$ cat src/rtl/dst_dec_pkg.sv
// Shared constants and helpers for the destination-operand decode stage.
// Opcode values, destination class codes and the opcode classifier used by
// dst_decode_stage.
package dst_dec_pkg;

    localparam int unsigned OPR_MOV = 1;
    localparam int unsigned OPR_JMP = 16;
    localparam int unsigned OPR_JRE = 17;

    localparam logic [2:0] CLS_GPR  = 3'b000;
    localparam logic [2:0] CLS_DMEM = 3'b001;
    localparam logic [2:0] CLS_RMOD = 3'b100;
    localparam logic [2:0] CLS_IND  = 3'b101;

    // Pointer registers are addressed as indices SPR_BASE..SPR_BASE+NSPR-1.
    localparam int unsigned SPR_BASE = 32;

    typedef enum logic [1:0] {
        OP_OTHER,
        OP_MOV,
        OP_ALU,
        OP_JMP
    } op_kind_e;

    function automatic logic is_alu_opr(input int unsigned op);
        return ((op >= 2) && (op <= 6)) || ((op >= 8) && (op <= 12));
    endfunction

    // JMP and JRE share one kind; they differ only in jmp_addr_sel.
    function automatic op_kind_e op_kind(input int unsigned op);
        if (op == OPR_MOV)                    return OP_MOV;
        if (is_alu_opr(op))                   return OP_ALU;
        if (op == OPR_JMP || op == OPR_JRE)   return OP_JMP;
        return OP_OTHER;
    endfunction

endpackage

$ cat src/rtl/dst_scoreboard.sv
// Per-GPR busy scoreboard for in-flight multicycle ALU results.
// Ports:
//   set_mask  - one-hot GPR set on a legal ALU issue
//   clr_en/clr_idx - ALU writeback, clears the matching bit
//   fl_mask   - one-hot clear for a flushed ALU entry
//   q_mask    - one-hot target being issued; q_busy is its busy state with
//               the same-cycle writeback already applied (bypass)
//   busy_vec  - registered busy state
module dst_scoreboard #(
    parameter int NGPR = 8
) (
    input  logic                      clk,
    input  logic                      rst_n,
    input  logic [NGPR-1:0]           set_mask,
    input  logic                      clr_en,
    input  logic [$clog2(NGPR)-1:0]   clr_idx,
    input  logic [NGPR-1:0]           fl_mask,
    input  logic [NGPR-1:0]           q_mask,
    output logic                      q_busy,
    output logic [NGPR-1:0]           busy_vec
);

    logic [NGPR-1:0] busy_q, busy_d;
    logic [NGPR-1:0] clr_mask;

    always_comb begin
        clr_mask = '0;
        for (int unsigned i = 0; i < NGPR; i++) begin
            clr_mask[i] = clr_en && (32'(clr_idx) == i);
        end
        // Set is applied last so a same-cycle set and clear keeps the bit.
        busy_d = (busy_q & ~clr_mask & ~fl_mask) | set_mask;
        q_busy = |(q_mask & busy_q & ~clr_mask);
    end

    always_ff @(posedge clk or negedge rst_n) begin
        if (!rst_n) busy_q <= '0;
        else        busy_q <= busy_d;
    end

    assign busy_vec = busy_q;

endmodule

$ cat src/rtl/dst_decode_stage.sv
// Registered destination-operand decode stage.
// Decodes dst_code against opr_code into one-hot register, data-RAM and jump
// controls, held in a valid/ready output register. A busy scoreboard stalls
// issue on write-after-write hazards against in-flight ALU results.
// Ports:
//   in_valid/in_ready, opr_code, dst_code - issue side
//   out_valid/out_ready, flush            - downstream side
//   wb_valid/wb_idx                       - ALU writeback clears busy
//   gpr_*/spr_*/rmod_*/dat_ram_*/indir_*  - decoded selects (registered)
//   jmp_*                                 - jump controls; jmp_addr is held
//   dst_err                               - illegal destination in held entry
//   busy_vec                              - scoreboard state
module dst_decode_stage
    import dst_dec_pkg::*;
#(
    parameter int DST_W     = 9,
    parameter int OPR_W     = 5,
    parameter int NGPR      = 8,
    parameter int NSPR      = 2,
    parameter int DMEMADDRW = 10
) (
    input  logic                      clk,
    input  logic                      rst_n,
    input  logic                      in_valid,
    output logic                      in_ready,
    input  logic [OPR_W-1:0]          opr_code,
    input  logic [DST_W-1:0]          dst_code,
    output logic                      out_valid,
    input  logic                      out_ready,
    input  logic                      flush,
    input  logic                      wb_valid,
    input  logic [$clog2(NGPR)-1:0]   wb_idx,
    output logic [NGPR-1:0]           gpr_r_sel,
    output logic [NGPR-1:0]           gpr_t_sel,
    output logic [NSPR-1:0]           spr_r_sel,
    output logic                      rmod_t_sel,
    output logic                      dat_ram_addr_en_b,
    output logic                      dat_ram_rw,
    output logic [DMEMADDRW-1:0]      dat_ram_addr,
    output logic                      indir_addr_sel,
    output logic                      jmp_addr_sel,
    output logic                      jmp_valid,
    output logic [DST_W-1:0]          jmp_addr,
    output logic                      dst_err,
    output logic [NGPR-1:0]           busy_vec
);

    localparam int IDX_W = DST_W - 3;

    typedef struct packed {
        logic [NGPR-1:0]      gpr_r;
        logic [NGPR-1:0]      gpr_t;
        logic [NGPR-1:0]      alu;    // legal ALU target, for flush-clear
        logic [NSPR-1:0]      spr;
        logic                 rmod;
        logic                 en_b;
        logic                 rw;
        logic [DMEMADDRW-1:0] addr;
        logic                 ind;
        logic                 jsel;
        logic                 jv;
        logic                 err;
    } ent_t;

    logic [2:0]       cls;
    logic [IDX_W-1:0] idx;
    int unsigned      opr_u, idx_u;
    op_kind_e         kind;
    logic [NGPR-1:0]  gpr_hit;
    logic [NSPR-1:0]  spr_hit;
    ent_t             dec;

    ent_t             ent_q, ent_d;
    logic             out_valid_q, out_valid_d;
    logic [DST_W-1:0] jmp_addr_q, jmp_addr_d;

    logic             hazard, fire;
    logic [NGPR-1:0]  set_mask, fl_mask;

    assign cls = dst_code[DST_W-1 -: 3];
    assign idx = dst_code[IDX_W-1:0];

    always_comb begin
        opr_u = 32'(opr_code);
        idx_u = 32'(idx);
        kind  = op_kind(opr_u);

        // Range checks fall out of the one-hot match: no hit means illegal.
        gpr_hit = '0;
        for (int unsigned i = 0; i < NGPR; i++) gpr_hit[i] = (idx_u == i);
        spr_hit = '0;
        for (int unsigned i = 0; i < NSPR; i++) spr_hit[i] = (idx_u == SPR_BASE + i);

        dec      = '0;
        dec.en_b = 1'b1;
        dec.rw   = 1'b1;
        case (kind)
            OP_MOV: begin
                case (cls)
                    CLS_GPR: begin
                        if (|gpr_hit) dec.gpr_t = gpr_hit;
                        else          dec.err   = 1'b1;
                    end
                    CLS_DMEM: begin
                        dec.en_b = 1'b0;
                        dec.rw   = 1'b0;
                        dec.addr = DMEMADDRW'(idx);
                    end
                    CLS_RMOD: dec.rmod = 1'b1;
                    CLS_IND: begin
                        if (|spr_hit) begin
                            dec.en_b = 1'b0;
                            dec.rw   = 1'b0;
                            dec.ind  = 1'b1;
                            dec.spr  = spr_hit;
                        end else begin
                            dec.err = 1'b1;
                        end
                    end
                    default: dec.err = 1'b1;
                endcase
            end
            OP_ALU: begin
                if (|gpr_hit) begin
                    dec.gpr_r = gpr_hit;
                    dec.gpr_t = gpr_hit;
                    dec.alu   = gpr_hit;
                end else begin
                    dec.err = 1'b1;
                end
            end
            OP_JMP: begin
                dec.jv   = 1'b1;
                dec.jsel = (opr_u == OPR_JMP);
            end
            default: ;
        endcase
    end

    // gpr_t is non-zero only for a legal GPR write, so it doubles as the
    // hazard query mask.
    dst_scoreboard #(.NGPR(NGPR)) u_sb (
        .clk      (clk),
        .rst_n    (rst_n),
        .set_mask (set_mask),
        .clr_en   (wb_valid),
        .clr_idx  (wb_idx),
        .fl_mask  (fl_mask),
        .q_mask   (dec.gpr_t),
        .q_busy   (hazard),
        .busy_vec (busy_vec)
    );

    assign in_ready = rst_n && !flush && !hazard && (!out_valid_q || out_ready);
    assign fire     = in_valid && in_ready;
    assign set_mask = fire ? dec.alu : '0;
    assign fl_mask  = (flush && out_valid_q) ? ent_q.alu : '0;

    always_comb begin
        out_valid_d = out_valid_q;
        ent_d       = ent_q;
        jmp_addr_d  = jmp_addr_q;
        if (flush) begin
            out_valid_d = 1'b0;
        end else if (fire) begin
            out_valid_d = 1'b1;
            ent_d       = dec;
            if (dec.jv) jmp_addr_d = dst_code;
        end else if (out_ready) begin
            out_valid_d = 1'b0;
        end
    end

    always_ff @(posedge clk or negedge rst_n) begin
        if (!rst_n) begin
            out_valid_q <= 1'b0;
            ent_q       <= '0;
            ent_q.en_b  <= 1'b1;
            ent_q.rw    <= 1'b1;
            jmp_addr_q  <= '0;
        end else begin
            out_valid_q <= out_valid_d;
            ent_q       <= ent_d;
            jmp_addr_q  <= jmp_addr_d;
        end
    end

    assign out_valid         = out_valid_q;
    assign gpr_r_sel         = ent_q.gpr_r;
    assign gpr_t_sel         = ent_q.gpr_t;
    assign spr_r_sel         = ent_q.spr;
    assign rmod_t_sel        = ent_q.rmod;
    assign dat_ram_addr_en_b = ent_q.en_b;
    assign dat_ram_rw        = ent_q.rw;
    assign dat_ram_addr      = ent_q.addr;
    assign indir_addr_sel    = ent_q.ind;
    assign jmp_addr_sel      = ent_q.jsel;
    assign jmp_valid         = ent_q.jv;
    assign dst_err           = ent_q.err;
    assign jmp_addr          = jmp_addr_q;

endmodule

$ cat config.mk
export PLATFORM = sky130hd
export DESIGN_NAME = dst_decode_stage
export DESIGN_NICKNAME = d
export VERILOG_FILES = /design/src/rtl/dst_dec_pkg.sv /design/src/rtl/dst_scoreboard.sv /design/src/rtl/dst_decode_stage.sv
export SDC_FILE = /design/constraint.sdc
export NUM_CORES = 1
export LEC_CHECK = 0
export ABC_AREA = 1
export CAP_MARGIN = 20
export CORE_ASPECT_RATIO = 0.8
export CORE_MARGIN = 1
export CORE_UTILIZATION = 40
export DETAILED_ROUTE_END_ITERATION = 8
export PLACE_DENSITY = 0.75
export SLEW_MARGIN = 20
export SYNTH_ARGS = -nofsm -noshare
export SYNTH_HDL_FRONTEND = slang
export SYNTH_SLANG_ARGS = --single-unit
$ cat constraint.sdc
create_clock -name clk -period 4.4 [get_ports clk]
set_clock_uncertainty 0.05 [all_clocks]
set_input_delay 0.88 -clock clk [delete_from_list [all_inputs] [get_ports clk]]
set_output_delay 0.88 -clock clk [all_outputs]
set_load 0.05 [all_outputs]
==> metrics.md <==
| Metric | Value |
|---|---|
| Cts hold-fix bufs | 0 |
| Io pins | 77 |
| Total Routed Length | 6.23 mm |
| Post-route DRC | 2 |
| Initial antenna violation count | 0 |
| Post-Synthesis Cells | roughly 310 |
| First-pass GRT wire length | about 10 mm |
| Site Rows | 25 |
| Vias in the first global route | 2118 |
| Final setup fails | 0 |
| Final ANT Viol Nets | 0 |
| # diodes | 0 |
| Largest net degree at the start of global routing | 50 |
| Final Hold Violating Endpoints | 0 |
| Most frequent cells in the layout | nand2_1, clkdlybuf4s50_1, dfrtp_1 |
| Fin crit share | 84.6% |
| Tot GR Track Use | 20.5% |
| DRT Pass-1 Iters | 6 |
| Sequential element share of the synthesized area | around 50% |
| Port buffer count | around 70 |
| Share of post-route cells with drive strength above 1 | 7.87% |
| Synth warnings | 0 |
| Max incr delay on CP | 460 ps |
| Routed len/inst | 13.5 um |
| Syn_area_per_cell | a little under 8 um^2 |
| CP Data Required Time | between 3000 and 4000 ps |
| CTS Sinks | 48 |
| Slowest cell on the critical path | clkdlybuf4s50_1 |
| Total grt overflow | 0 |
| Run status | finished, violations left |
| Synthesized flop and latch total | 48 |
| CTS Buf Count | 5 |
| Fmax | roughly 0.27 GHz |
| Synth unique cells | 28 |
| Die area | 0.00647 mm^2 |
| Most common cell after layout, fill and taps aside | nand2_1 |
| Top cell by count, worst path | nand2_1 |
| # H-tree levels | 2 |
| Final #Nets | between 400 and 500 |
| GP Congestion | approximately 0.87 |
| # resized after CTS | 0 |
| CP Launch Type | input port |
| Die Ht | between 70 and 80 um |
| P&R area growth vs syn | 32.4% |
| Core area | ~0.0059 mm^2 |
| CP Max Fanout | 16 |
| Clock buffer depth | 2 |
| Detailed Route Iter0 Violations | just under 200 |
| Critical path cell sequence | clkdlybuf4s50_1, inv_2, nand2_1, nand2_1, nand2_1, nand2_2, nand2_4, nand2_1, nor2_1, nor2_1, nand2_1, nor2_4, buf_4 |
| CTS root buf | clkbuf_8 |
| Worst hold path class | flop to flop |
| Setup TNS | 0 ps |
| Final min period | 3720 ps |
| Pre-CTS WS | 689 ps |
| Vias per cell | around 5.0 |
| Starting Density | about 42% |
| Maxcap violations | 0 |
| Max-slew violation count | 0 |
| Post-synthesis cell area | 0.00246 mm^2 |
| Worst R2R Path Depth | 11 |
| Detailed placement HPWL | between 4 and 5 mm |
| Post-CTS setup buffer count | 0 |
| Relative slew slack | roughly three fifths |
| Worst-Skew Late Latency | between 300 and 400 ps |
| Width of the die | 89.7 um |
| P_leak | 1.42 nW |
| Failing checks | design-rule violations |
| RSZ-0062 raised after global routing | false |
| Clock Pin Slew Worst Setup and Hold Paths | around 80 ps |
| Critical path class | input port to primary output |
| CTS tree | yes |
| Arr. time, crit path | about 2800 ps |
| Worst hold path depth | 2 |
| Worst-Margin Slew | 610 ps |
| Peak VDD IR | about 170 uV |
| CP Capture Type | primary output |
| Worst setup margin | ~680 ps |
| Pwr Density | slightly above 300 mW/mm^2 |
| Vias | 2328 |
## cell families (layout without fill, tap and decap cells)
kind of cell           Yosys count  in the layout  share of synthesized area [%]
and+or+nand+nor                179            179                           31.1
DFF                             48             48                           48.9
AOI/OAI and AO/OA               45             45                           10.7
buffers and inverters           41            105                           9.11
other                            1              4                          0.153
## final timing paths
| path | from | end | slack, ps |
|---|---|---|---|
| max in group asynchronous | rst_n | jmp_addr[4] | 3250 |
| setup reg to reg | out_valid | gpr_t_sel[0] | 1880 |
| setup / recovery | opr_code[2] | in_ready | 680 |
| hold / removal | dat_ram_addr_en_b | dat_ram_addr_en_b | 430 |
| hold reg to reg | dat_ram_addr_en_b | dat_ram_addr_en_b | 430 |
| min in group asynchronous | rst_n | u_sb.busy_vec[6] | 640 |
## per-layer routing
layer	wire, um	track usage, %	vias to the layer above	part of all wire [%]
li1	-	-	1146	-
met1	2910	30.2	1089	47
met2	2770	29.4	89	44
met3	517	4.32	4	8.3
met4	34	7.94	0	0.55
met5	0	0	-	0
## per-stage QoR
step	utilization [%]	total power (W)	hold slack, ps	instances	cell area, um^2
floorplan	-	0.000631	527	317	2470
global placement	53.5	0.000710	411	454	3160
detailed placement	53.5	0.000713	412	454	3160
CTS	55.0	0.000992	431	462	3250
global route	55.0	0.00103	460	462	3250
finish	55.0	0.000984	426	462	3250
## cells in the mapped netlist
master / number / area (um^2)
o21ai_1: 24 / 120
inv_1: 18 / 67.6
nand2_2: 4 / 25.0
a31o_2: 1 / 8.76
nor2_4: 1 / 11.3
buf_6: 6 / 67.6
o21ai_2: 5 / 43.8
buf_2: 3 / 15.0
clkbuf_1: 2 / 7.51
nand2_4: 1 / 11.3
inv_2: 4 / 15.0
nand3_2: 1 / 10.0
conb_1: 1 / 3.75
nor3_1: 3 / 15.0
nand3_1: 20 / 100
o31ai_1: 1 / 7.51
nor2_1: 29 / 109
dfrtp_1: 47 / 1180
nand2_1: 107 / 402
a31oi_1: 4 / 25.0
nand4_1: 12 / 75.1
a21boi_0: 3 / 22.5
clkbuf_2: 2 / 10.0
nor3b_1: 1 / 7.51
clkinv_1: 1 / 3.75
o21ai_0: 7 / 35.0
dfstp_2: 1 / 26.3
buf_4: 5 / 37.5
## power by group
| group | total, W | switching [W] | internal (W) | leakage [nW] |
|---|---|---|---|---|
| Sequential | 0.000475 | 0.0000132 | 0.000461 | 0.659 |
| Clock | 0.000280 | 0.000154 | 0.000126 | 0.0510 |
| Combinational | 0.000229 | 0.000159 | 0.0000707 | 0.707 |
| Total | 0.000984 | 0.000326 | 0.000658 | 1.42 |
## cell type report
type | count | area (um^2)
Clock buffer | 6 | 82.6
Sequential cell | 48 | 1200
Inverter | 23 | 86.3
Timing Repair Buffer | 74 | 728
Tap cell | 81 | 101
Fill cell | 522 | 2660
Multi-Input combinational cell | 228 | 1040
Clock inverter | 2 | 10.0
## registers in the layout (all words and copies together), names as in the netlist, 2 cells and up
signal	cells
u_sb.busy_vec	8
spr_r_sel	2
gpr_r_sel	8
jmp_addr	9
gpr_t_sel	8
dat_ram_addr	6
## worst max-delay path, delay by kind of cell
kind | cells | cell delay [ps]
buf+inv | 3 | 830
simple gates | 10 | 1070
Note: power is estimated with default switching activity, not from simulation.
